$ cat config.mk
export PLATFORM = sky130hd
export DESIGN_NAME = dec_digit_packer
export DESIGN_NICKNAME = d
export VERILOG_FILES = /design/src/rtl/dec_digit_packer.sv
export SDC_FILE = /design/constraint.sdc
export NUM_CORES = 1
export LEC_CHECK = 0
export ABC_CLOCK_PERIOD_IN_PS = 3700
export BUFFER_PORTS_ARGS = -buffer_cell sky130_fd_sc_hd__buf_2
export CORE_UTILIZATION = 55
export DETAILED_ROUTE_END_ITERATION = 7
export GPL_TIMING_DRIVEN = 0
export PLACE_DENSITY_LB_ADDON = 0.2
export SYNTH_ARGS = -nofsm -noshare
export SYNTH_HDL_FRONTEND = slang
export SYNTH_SLANG_ARGS = --single-unit
export TNS_END_PERCENT = 20
$ cat constraint.sdc
create_clock -name clk -period 3.7 [get_ports clk]
set_input_delay 0.74 -clock clk [delete_from_list [all_inputs] [get_ports clk]]
set_output_delay 0.74 -clock clk [all_outputs]
set_load 0.01 [all_outputs]
$ cat src/rtl/dec_digit_packer.sv
// Packs an MSD-first BCD digit stream into a W-bit binary value with an error flag.
// Latency: result valid the cycle after the last digit is accepted.
// Backpressure: digit_ready low while a result is held; the result is held until out_ready.
module dec_digit_packer #(
    parameter int W    = 8,
    parameter int MAXD = 3
) (
    input  logic         clk,
    input  logic         rst_n,
    input  logic         digit_valid,
    input  logic [3:0]   digit,
    input  logic         digit_last,
    output logic         digit_ready,
    output logic         out_valid,
    output logic [W-1:0] out_value,
    output logic         out_err,
    input  logic         out_ready
);

    // cnt must hold MAXD+1, where it saturates
    localparam int CW = $clog2(MAXD + 2);

    localparam logic [CW:0]  CNT_MAXD = (CW + 1)'(MAXD);
    localparam logic [CW:0]  CNT_SAT  = (CW + 1)'(MAXD + 1);
    localparam logic [W+3:0] MAX_VAL  = {4'b0000, {W{1'b1}}};
    localparam logic [W+3:0] TEN      = (W + 4)'(10);

    typedef enum logic {
        ST_ACC = 1'b0,
        ST_OUT = 1'b1
    } state_t;

    state_t        state;
    logic [W-1:0]  acc;
    logic [CW-1:0] cnt;
    logic          err;

    logic [W+3:0]  nxt;
    logic [CW:0]   cnt_inc;
    logic [CW-1:0] cnt_nxt;
    logic          err_digit;
    logic          err_final;
    logic          take;

    assign digit_ready = (state == ST_ACC);

    always_comb begin
        nxt       = ({4'b0000, acc} * TEN) + {{W{1'b0}}, digit};
        cnt_inc   = {1'b0, cnt} + {{CW{1'b0}}, 1'b1};
        cnt_nxt   = (cnt_inc > CNT_SAT) ? CNT_SAT[CW-1:0] : cnt_inc[CW-1:0];
        err_digit = (digit > 4'd9) || (nxt > MAX_VAL) || (cnt_inc > CNT_MAXD);
        err_final = err || err_digit;
        take      = digit_valid && digit_ready;
    end

    always_ff @(posedge clk or negedge rst_n) begin
        if (!rst_n) begin
            state     <= ST_ACC;
            acc       <= '0;
            cnt       <= '0;
            err       <= 1'b0;
            out_valid <= 1'b0;
            out_value <= '0;
            out_err   <= 1'b0;
        end else begin
            case (state)
                ST_ACC: begin
                    if (take) begin
                        cnt <= cnt_nxt;
                        // once in error the accumulator freezes; digits are still counted
                        if (err_final) begin
                            err <= 1'b1;
                        end else begin
                            acc <= nxt[W-1:0];
                        end
                        if (digit_last) begin
                            state     <= ST_OUT;
                            out_valid <= 1'b1;
                            out_value <= err_final ? '0 : nxt[W-1:0];
                            out_err   <= err_final;
                        end
                    end
                end
                ST_OUT: begin
                    if (out_ready) begin
                        state     <= ST_ACC;
                        out_valid <= 1'b0;
                        acc       <= '0;
                        cnt       <= '0;
                        err       <= 1'b0;
                    end
                end
                default: begin
                    state <= ST_ACC;
                end
            endcase
        end
    end

endmodule

Word-level counts from Yosys, hierarchy flattened
Cells that the tools add are included.
{ "totals": {"memories": 0, "latchBits": 0, "wordCells": 49, "reg_bits": 23, "output_inout_bits": 11, "mem_bits_rw": 0, "mem_bits_ro": 0, "input_bits": 9} }
{ "op_classes": {"n_reduce_logical": 9, "mul": 1, "order_cmp": 4, "n_shift": 0, "addsub": 2, "div_mod_pow": 0, "bitwise_logic": 1, "muxes": 20, "n_eq_ne": 5} }
{ "ops": {"columns": ["op", "count"], "rows": [
  ["$mux W8", 4],
  ["$pmux W8 S2", 1],
  ["$add A12 B4 Y12", 1],
  ["$gt A12 B8 Y1 const B", 1],
  ["$reduce_and A3 Y1", 4],
  ["$mul A8 B3 Y11 const B", 1],
  ["$mux W3", 3],
  ["$mux W1", 8],
  ["$ne A2 B2 Y1 const B", 3],
  ["$pmux W1 S2", 3],
  ["$pmux W3 S2", 1],
  ["$add A3 B1 Y4 const B", 1],
  ["$gt A4 B2 Y1 const B", 1],
  ["$gt A4 B3 Y1 const B", 1],
  ["$gt A4 B4 Y1 const B", 1],
  ["$ne A2 B1 Y1 const B", 2],
  ["$logic_or A1 B1 Y1", 3],
  ["$reduce_and A2 Y1", 1],
  ["$logic_and A1 B1 Y1", 1],
  ["$not A1 Y1", 1]
]} }

Depth between registers and ports, before layout
Gate-level depths: netlist of the first run.
{ "depth": {"word_depth": 9, "depth_mapped": 12, "ltp_nobuf": 11} }

Worst setup path before layout of the first run
OpenSTA, ideal clock, no wires.
{ "synth_path": {"path_kind": "reg2reg", "start": "register acc[1]", "end": "register acc[4]", "path_stages_with_launch": 12, "synth_period_minus_slack_ps": 2756, "n_path_buf": 0, "path_slack_ps": 944, "setup_ps": 75, "arrival_time_ps": 2682, "required_time_ps": 3625, "path_cell_list": "dfrtp_1 -> ha_1 -> ha_1 -> inv_1 -> fa_1 -> xnor2_1 -> nand3b_1 -> nor4_4 -> nor2_1 -> o211ai_4 -> mux2_4 -> o21ai_2"} }
{ "synth_via": {"elab_chain_len": 8, "word_cells_on_any_way": 11, "classes_between": "1 x add/sub; 1 x mul; 1 x order compare; 1 x eq/ne; 3 x mux; 4 x reduce/logical"} }
{ "synth_lines": {"columns": ["item", "line_no", "source"], "rows": [
  ["from (decl)", "34", "logic [W-1:0] acc;"],
  ["from (signal assigned)", "74", "acc <= nxt[W-1:0];"],
  ["$mul A8 B3 Y11 *", "48", "nxt = ({4'b0000, acc} * TEN) + {{W{1'b0}}, digit};"],
  ["$add A12 B4 Y12 *", "48", null],
  ["$gt A12 B8 Y1", "51", "err_digit = (digit > 4'd9) || (nxt > MAX_VAL) || (cnt_inc > CNT_MAXD);"],
  ["$logic_or A1 B1 Y1 (2 in series)", "51", null],
  ["$logic_or A1 B1 Y1", "52", "err_final = err || err_digit;"],
  ["$ne A2 B2 Y1 (no source line)", null, null],
  ["$reduce_and A3 Y1 (no source line)", null, null]
]} }
Every way passes the cells marked *; elsewhere a longest branch is shown, timed or not. The select of a mux whose other input is x is not followed.
A chain may end at the register's enable or synchronous reset.

Worst setup path in the final report of the first run
Ends and elaborated chain as after synthesis.

==> results of run 1 <==
==> power by group through the flow <==
stage | registers (mW) | logic (mW) | clock network [mW]
after detailed placement | 0.416 | 0.591 | 0
after global routing | 0.425 | 0.656 | 0.121
after global placement | 0.412 | 0.564 | 0
final | 0.411 | 0.586 | 0.110
after CTS | 0.411 | 0.594 | 0.114
after floorplan | 0.414 | 0.425 | 0
==> layout by cell type (no fill, tap or decap), types with 2 or more instances in the layout <==
cell,Yosys,final
o31ai_1,5,5
nor2_1,7,7
xor2_1,3,3
fa_1,2,2
mux2_4,2,2
o2bb2ai_1,3,3
o21ai_2,2,2
inv_1,7,7
dfrtp_1,23,23
a21oi_1,7,7
buf_2,1,20
ha_1,17,17
o21ai_1,5,5
nand3_1,2,2
o21ai_0,8,8
o22ai_1,2,2
mux2i_1,4,4
nand2_1,28,28
o211ai_1,2,2
nand2b_1,4,4
xnor2_1,6,6
clkbuf_4,0,3
clkbuf_1,2,3
==> critical path, cell delays in order (launching register included) <==
cell and delay (ns):
dfrtp_1 0.47, ha_1 0.32, ha_1 0.18, inv_1 0.06, fa_1 0.40, xnor2_1 0.23, nand3b_1 0.17, nor4_4 0.17
nor2_1 0.12, o211ai_4 0.37, mux2_4 0.34, o21ai_2 0.10
==> worst paths after layout <==
kind | start | end | cells after the start
max | acc[1] | acc[4] | 11
min | rst_n | err | 1
max reg2reg | acc[1] | acc[4] | 11
max in group asynchronous | rst_n | out_value[4] | 1
min reg2reg | out_value[6] | out_value[6] | 2
min in group clk | out_value[6] | out_value[6] | 2
==> cell families after synthesis <==
logic type	count (synthesis)	synth area share
compound gates	43	0.192
flops	23	0.362
buf+inv	12	0.0291
mux	6	0.0441
fa+ha+maj	19	0.159
xor+xnor	9	0.0496
simple gates	51	0.164
==> flip-flops by register name, indices dropped and copies added (netlist names) <==
name,cells
acc,8
out_value,8
cnt,3
err,1
out_err,1
out_valid,1
state,1
==> stage by stage <==
step | total power, mW | hold slack [ns] | util | worst slack, ns
final | 1.11 | 0.384 | 0.634 | 0.691
after global routing | 1.20 | 0.430 | 0.634 | 0.480
after CTS | 1.12 | 0.396 | 0.634 | 0.646
after detailed placement | 1.01 | 0.465 | 0.625 | 0.671
after global placement | 0.976 | 0.456 | 0.625 | 0.767
after floorplan | 0.840 | 0.444 | - | 0.944
==> routing by layer <==
metal | share of wire | GRT usage | vias up
li1 | - | - | 634
met1 | 0.44 | 0.282 | 618
met2 | 0.51 | 0.430 | 19
met3 | 0.027 | 0.0512 | 8
met4 | 0.016 | 0.0464 | 0
met5 | 0 | 0 | -
==> area by class of cell <==
type	count	area (µm²)	area share
Multi-Input combinational cell	128	967	0.553
Sequential cell	23	576	0.329
Timing Repair Buffer	19	95.1	0.0544
Tap cell	31	38.8	0.0222
Inverter	8	30.0	0.0172
Clock buffer	4	26.3	0.0150
Buffer	4	16.3	0.00930
==> flow_summary.yaml, run 1 <==
grt:
  grt_pass1_vias: 1294
  grt_first_pass_wirelength_um: 5730
  overflow: 0
  grt_max_degree: 24
  antenna_found_initial: 0
  track_usage: 0.235
cts:
  cts_setup_buffers: 0
  clockRootBuffer: "clkbuf_4"
  cts_tree: "built"
  clockBufferDepth: 2
  clk_latency_ns: 0.30
  ctsResizeCount: 0
  h-tree-depth: 1
  clkSinkCount: 23
  clk_pin_slew_worst_paths_ns: 0.12
  cts_made_buffers: 3
  cts_hold_buf: 0
sta:
  setup_viol: 0
  skew_ns: 0.00640
  fmax_ghz: 0.332
  maxSlewHeadroom: 0.648
  hold_viol: 0
  worstMarginPinSlew_ns: 0.527
  fin_crit_sh: 0.813
  min_period_ns: 3.01
  tns_ns: 0
  grt_setup_unrepaired: "false"
  slew_viol_final: 0
floorplan:
  die_area_um2: 3110
  die_h_um: 55.8
  num_rows: 19
  num_io_pins: 20
  die_w_um: 55.8
  core-area_um2: 2760
  initial_utilization: 0.576
yosys:
  synthArstFlopShare: 1.00
  synth_top_area_cell: "dfrtp_1"
  post_synth_inst_count: 163
  netlist_area_um2: 1590
  synth_edf_count: 0
  synth.ff_latch_count: 23
  yosysUniqueCellTypes: 43
  synth.most_common_cell: "nand2_1"
  netlist_top_cells_count: "28 x nand2_1, 23 x dfrtp_1, 17 x ha_1"
  syn_nets: 191
  synth.avg_cell_area_um2: 9.75
  ys_warn_count: 0
  synth_top_area_frac: 0.362
  ys_seq_area_frac: 0.362
  synthFlopType: "dfrtp_1"
  synth_area_leaders: "dfrtp_1 36%, ha_1 13%, nand2_1 6.6%, xnor2_1 3.3%, fa_1 2.5%"
placed_design:
  hpwl_um: 2650
  place.gp.congestion: 0.783
  dp_cells: 213
  io_buffer_count: 19
  place_area_um2: 1720
critical_path:
  crit_type: "reg -> reg"
  timing.reg2reg.setup_slack_ns: 0.69
  path_max_fanout: 8
  critPathArrivalTime_ns: 3.24
  cp-start-kind: "flop"
  end_kind: "flop"
  required_ns: 3.93
worst_hold_path:
  hold_path.class: "in -> async"
route:
  dr.pass1.iters: 4
  remaining_drc_errors: 0
  routedWlPerCell_um: 15.1
  drt_iter0_drc: 44
  via_count: 1279
  drt-total-wl_um: 3290
  via_per_inst: 5.89
  ant_nets: 0
layout:
  finalInstanceArea_um2: 1750
  drive_gt1_frac: 0.183
  fillers: 242
  instances_no_fill: 217
  area_growth_pct: 10.1
  diodes: 0
  nNetsFinal: 215
pwr:
  swShare: 0.425
  p_int_mw: 0.636
  switchingPower_mw: 0.471
  comb_power_share: 0.529
  cellPowerDensity_nw_per_um2: 633
  clkPwrFrac: 0.099
  power_frac_seq: 0.372
  p_leak_nw: 0.854
  ir_drop_mv: 0.460
flow_run:
  cap_violations: 0
run_status:
  status: "completed"
No activity file was read; power rests on OpenSTA's default activity.
==> run 2: changes to the inputs <==
--- a/config.mk
+++ b/config.mk
@@ -5,7 +5,8 @@
 export SDC_FILE = /design/constraint.sdc
 export NUM_CORES = 1
 export LEC_CHECK = 0
-export ABC_CLOCK_PERIOD_IN_PS = 3700
+export ABC_AREA = 1
+export ABC_CLOCK_PERIOD_IN_PS = 3000
 export BUFFER_PORTS_ARGS = -buffer_cell sky130_fd_sc_hd__buf_2
 export CORE_UTILIZATION = 55
 export DETAILED_ROUTE_END_ITERATION = 7
==> constraint.sdc (replaced) <==
create_clock -name clk -period 3 [get_ports clk]
set_input_delay 0.6 -clock clk [delete_from_list [all_inputs] [get_ports clk]]
set_output_delay 0.6 -clock clk [all_outputs]
set_load 0.01 [all_outputs]
==> flow_summary.yaml, run 2 <==
run_status:
  status: "completed"
yosys:
  synth_top_area_frac: 0.341
  synth.avg_cell_area_um2: 8.16
  synth_edf_count: 0
  post_synth_inst_count: 207
  ys_seq_area_frac: 0.341
  synthArstFlopShare: 1.00
  synth.most_common_cell: "nand2_1"
  synth.ff_latch_count: 23
  yosysUniqueCellTypes: 30
  synth_area_leaders: "dfrtp_1 34%, nand2_1 14%, ha_1 13%, inv_1 4.4%, nand3_1 4.4%"
  netlist_top_cells_count: "64 x nand2_1, 23 x dfrtp_1, 20 x inv_1"
  netlist_area_um2: 1690
  synthFlopType: "dfrtp_1"
  ys_warn_count: 0
  synth_top_area_cell: "dfrtp_1"
  syn_nets: 235
sta:
  slew_viol_final: 0
  fin_crit_sh: 0.936
  tns_ns: 0
  setup_viol: 0
  fin_ws_ns: 0.193
  maxSlewHeadroom: 0.667
  hold_viol: 0
  fmax_ghz: 0.356
  grt_setup_unrepaired: "false"
  worstMarginPinSlew_ns: 0.500
  min_period_ns: 2.81
  skew_ns: 0.00330
placed_design:
  hpwl_um: 2840
  place.gp.congestion: 0.843
  io_buffer_count: 19
  place_area_um2: 1820
  place_ws_ns: 0.203
cts:
  h-tree-depth: 1
  clockRootBuffer: "clkbuf_4"
  cts_hold_buf: 0
  clk_pin_slew_worst_paths_ns: 0.12
  clk_latency_ns: 0.30
  cts_setup_buffers: 0
  cts_tree: "built"
  clkSinkCount: 23
  ctsResizeCount: 0
  cts_made_buffers: 3
  clockBufferDepth: 2
critical_path:
  end_kind: "flop"
  cp-start-kind: "flop"
  cp_common_cell: "nand2_1"
  path_max_fanout: 10
  required_ns: 3.25
  slowest_stage: "fa_1"
  critPathArrivalTime_ns: 3.06
  path_cells: "ha_1, ha_1, inv_1, fa_1, nor2_2, nand3_2, nor2_2, nand2_1, nand2_1, nand2_2, nor2_8, nand2_4, nor2_4, nand2_1, nand2_1"
  max_stage_delay_ns: 0.47
  crit_type: "reg -> reg"
pwr:
  power_frac_seq: 0.317
  cellPowerDensity_nw_per_um2: 895
  comb_power_share: 0.599
  total_power_mw: 1.66
  clkPwrFrac: 0.084
  switchingPower_mw: 0.828
  ir_drop_mv: 0.468
  p_leak_nw: 1.01
  swShare: 0.500
  p_int_mw: 0.828
floorplan:
  initial_utilization: 0.597
  num_io_pins: 20
  die_w_um: 57.4
  die_area_um2: 3300
  num_rows: 19
  die_h_um: 57.4
  core-area_um2: 2830
route:
  drt-total-wl_um: 3490
  routedWlPerCell_um: 13.4
  ant_nets: 0
  dr.pass1.iters: 4
  via_count: 1408
  via_per_inst: 5.39
  remaining_drc_errors: 0
  drt_iter0_drc: 53
grt:
  track_usage: 0.233
  antenna_found_initial: 0
  overflow: 0
  grt_max_degree: 24
  grt_pass1_vias: 1353
  grt_first_pass_wirelength_um: 5990
layout:
  reg_top3: "acc x8, out_value x8, cnt x3"
  diodes: 0
  drive_gt1_frac: 0.213
  final_common_cell: "nand2_1"
  nNetsFinal: 259
  area_growth_pct: 9.63
  finalInstanceArea_um2: 1850
  final_cell_mix: "64 x nand2_1, 23 x dfrtp_1, 20 x inv_1, 19 x buf_2, 17 x ha_1"
flow_run:
  cap_violations: 0
worst_hold_path:
  hold_path.class: "in -> async"
[run 2: worst paths after layout]
kind / endpoint / cells after the start / from / slack, ns
min: acc[6] / 1 / rst_n / 0.24
max reg2reg: out_value[1] / 15 / acc[1] / 0.19
max: out_value[1] / 15 / acc[1] / 0.19
max in group asynchronous: state / 1 / rst_n / 2.42
min reg2reg: out_valid / 2 / out_valid / 0.49
min in group clk: out_valid / 2 / out_valid / 0.49
[run 2: cells by family (layout without fill, tap and decap cells)]
| logic type | after synthesis | count (layout) | synth area share |
|---|---|---|---|
| buffers and inverters | 25 | 48 | 0.0600 |
| xor gates and xnor gates | 5 | 5 | 0.0259 |
| DFF | 23 | 23 | 0.341 |
| AOI/OAI and AO/OA | 19 | 19 | 0.0652 |
| and+or+nand+nor | 116 | 116 | 0.359 |
| adders and majority gates | 19 | 19 | 0.150 |
[run 2: worst max-delay path: cells and delay by family, from the launching register on]
family,cells,cell delay [ns]
flops,1,0.46
buf+inv,1,0.09
simple gates,11,1.15
fa+ha+maj,3,1.02
[run 2: cell type report]
class	count	area, µm²
Tap cell	31	38.8
Inverter	22	82.6
Buffer	3	18.8
Fill cell	252	977
Timing Repair Buffer	19	95.1
Multi-Input combinational cell	159	1010
Sequential cell	23	576
Clock buffer	4	26.3
[run 2: routing by layer]
layer,vias up,part of all wire,track usage
met3,6,0.034,0.0544
li1,726,-,-
met2,29,0.49,0.390
met5,-,0,0
met1,647,0.46,0.300
met4,0,0.018,0.0662
[run 2: metrics by stage]
stage,hold WS [ns],utilization,instances
3_5_place_dp,0.460,0.644,257
3_3_place_gp,0.459,0.644,257
2_1_floorplan,0.304,-,207
6_report,0.240,0.655,261
5_1_grt,0.263,0.655,261
4_1_cts,0.250,0.654,261
[run 2: power groups by stage]
stage,Combinational [mW],Sequential [mW],Clock [mW]
after global routing,1.11,0.538,0.153
final,0.993,0.525,0.139
after CTS,0.995,0.524,0.143
after floorplan,0.731,0.528,0
after global placement,0.945,0.521,0
after detailed placement,0.990,0.530,0
==> run 3: changes to the inputs <==
--- a/config.mk
+++ b/config.mk
@@ -8,6 +8,7 @@
 export ABC_AREA = 1
 export ABC_CLOCK_PERIOD_IN_PS = 3000
 export BUFFER_PORTS_ARGS = -buffer_cell sky130_fd_sc_hd__buf_2
+export CORE_ASPECT_RATIO = 0.6
 export CORE_UTILIZATION = 55
 export DETAILED_ROUTE_END_ITERATION = 7
 export GPL_TIMING_DRIVEN = 0
==> flow_summary.yaml, run 3 (same netlist as run 2, synthesis figures left out) <==
run_status:
  status: "completed"
grt:
  track_usage: 0.216
  grt_first_pass_wirelength_um: 5350
  overflow: 0
  grt_max_degree: 24
  grt_pass1_vias: 1147
  antenna_found_initial: 0
critical_path:
  required_ns: 3.21
  r2r-end: "out_value[6]"
  cp_common_cell: "nand2_1"
  crit_buf_inv: 1
  slowest_stage: "fa_1"
  max_stage_delay_ns: 0.45
  path_cells: "ha_1, ha_1, inv_1, fa_1, nor2_1, nand3_2, nor2_2, nand2_1, nand2_1, nand2_2, nor2_8, nand2_4, nor2_4, nand2_1, nand2_1"
  timing.reg2reg.setup_slack_ns: 0.20
  r2r_cells: 15
  path_max_fanout: 10
  end_kind: "flop"
  r2r-start: "acc[1]"
  critPathArrivalTime_ns: 3.01
  crit_type: "reg -> reg"
  cp-start-kind: "flop"
  cp_top_family: "simple AND/OR/NAND/NOR gates"
layout:
  drive_gt1_frac: 0.213
  final_core_util: 0.652
  diodes: 0
  multi_input_area_um2: 1010
  reg_top3: "acc x8, out_value x8, cnt x3"
  instances_no_fill: 272
  area_growth_pct: 11.5
  final_common_cell: "nand2_1"
  fillers: 256
  nNetsFinal: 259
  final_cell_mix: "64 x nand2_1, 23 x dfrtp_1, 20 x inv_1, 19 x buf_2, 17 x ha_1"
  seqCellArea_um2: 576
pwr:
  p_int_mw: 0.866
  p_leak_nw: 1.02
  cellPowerDensity_nw_per_um2: 899
  comb_power_share: 0.579
  switchingPower_mw: 0.826
  swShare: 0.488
  clkPwrFrac: 0.114
  power_frac_seq: 0.306
  ir_drop_mv: 0.510
sta:
  worstMarginPinSlew_ns: 0.492
  min_period_ns: 2.80
  fin_ws_ns: 0.202
  maxSlewHeadroom: 0.672
  grt_setup_unrepaired: "false"
  fin_crit_sh: 0.933
  tns_ns: 0
  slew_viol_final: 0
  hold_viol: 0
  fmax_ghz: 0.357
  setup_viol: 0
  skew_ns: 0.00585
flow_run:
  cap_violations: 0
route:
  remaining_drc_errors: 0
  dr.pass1.iters: 4
  via_count: 1368
  drt-total-wl_um: 3240
  via_per_inst: 5.03
  ant_nets: 0
  drt_iter0_drc: 43
  routedWlPerCell_um: 11.9
placed_design:
  hpwl_um: 2590
  place.gp.congestion: 0.801
  place_ws_ns: 0.230
  io_buffer_count: 19
  dp_cells: 268
floorplan:
  die_area_um2: 3300
  initial_utilization: 0.584
  die_w_um: 73.5
  num_rows: 15
  die_h_um: 44.9
  num_io_pins: 20
  core-area_um2: 2890
cts:
  cts_made_buffers: 3
  clockRootBuffer: "clkbuf_8"
  clk_pin_slew_worst_paths_ns: 0.08
  clkSinkCount: 23
  clockBufferDepth: 2
  h-tree-depth: 1
  clk_latency_ns: 0.27
  cts_setup_buffers: 0
  cts_hold_buf: 0
  ctsResizeCount: 0
  cts_tree: "built"
worst_hold_path:
  hold_path.class: "in -> async"
==> run 3: power groups by stage <==
stage	clock, mW	combinational, mW	sequential (mW)
2_1_floorplan	0	0.731	0.528
3_3_place_gp	0	0.972	0.521
3_5_place_dp	0	0.976	0.524
4_1_cts	0.195	0.984	0.518
5_1_grt	0.206	1.11	0.533
6_report	0.194	0.981	0.518
==> run 3: cell type report <==
cell class | instances | area share
well taps | 42 | 0.0279
multi-input cells | 159 | 0.538
clock buffers | 3 | 0.0219
clock inverters | 1 | 0.00266
flip-flops and latches | 23 | 0.306
repair buffers | 19 | 0.0505
inverters | 22 | 0.0439
plain buffers | 3 | 0.00997
==> run 3: worst max path at each step <==
stage,start,endpoint,cells after the start
floorplan,acc[1],acc[0],14
global placement,acc[1],acc[0],14
detailed placement,acc[1],out_value[6],15
CTS,acc[1],out_value[6],15
global route,acc[1],out_value[6],15
finish,acc[1],out_value[6],15
==> run 3: through the flow <==
| step | instance area [µm²] | total power [mW] | hold slack, ns |
|---|---|---|---|
| detailed placement | 1840 | 1.50 | 0.465 |
| global route | 1880 | 1.85 | 0.326 |
| finish | 1880 | 1.69 | 0.282 |
| floorplan | 1690 | 1.26 | 0.304 |
| CTS | 1880 | 1.70 | 0.304 |
| global placement | 1840 | 1.49 | 0.461 |
==> run 3: layer usage <==
metal	GRT usage	part of all wire	up-vias
met4	0.0115	0	0
met1	0.368	0.60	621
met3	0.0536	0.027	0
met5	0	0	-
met2	0.277	0.37	17
li1	-	-	730
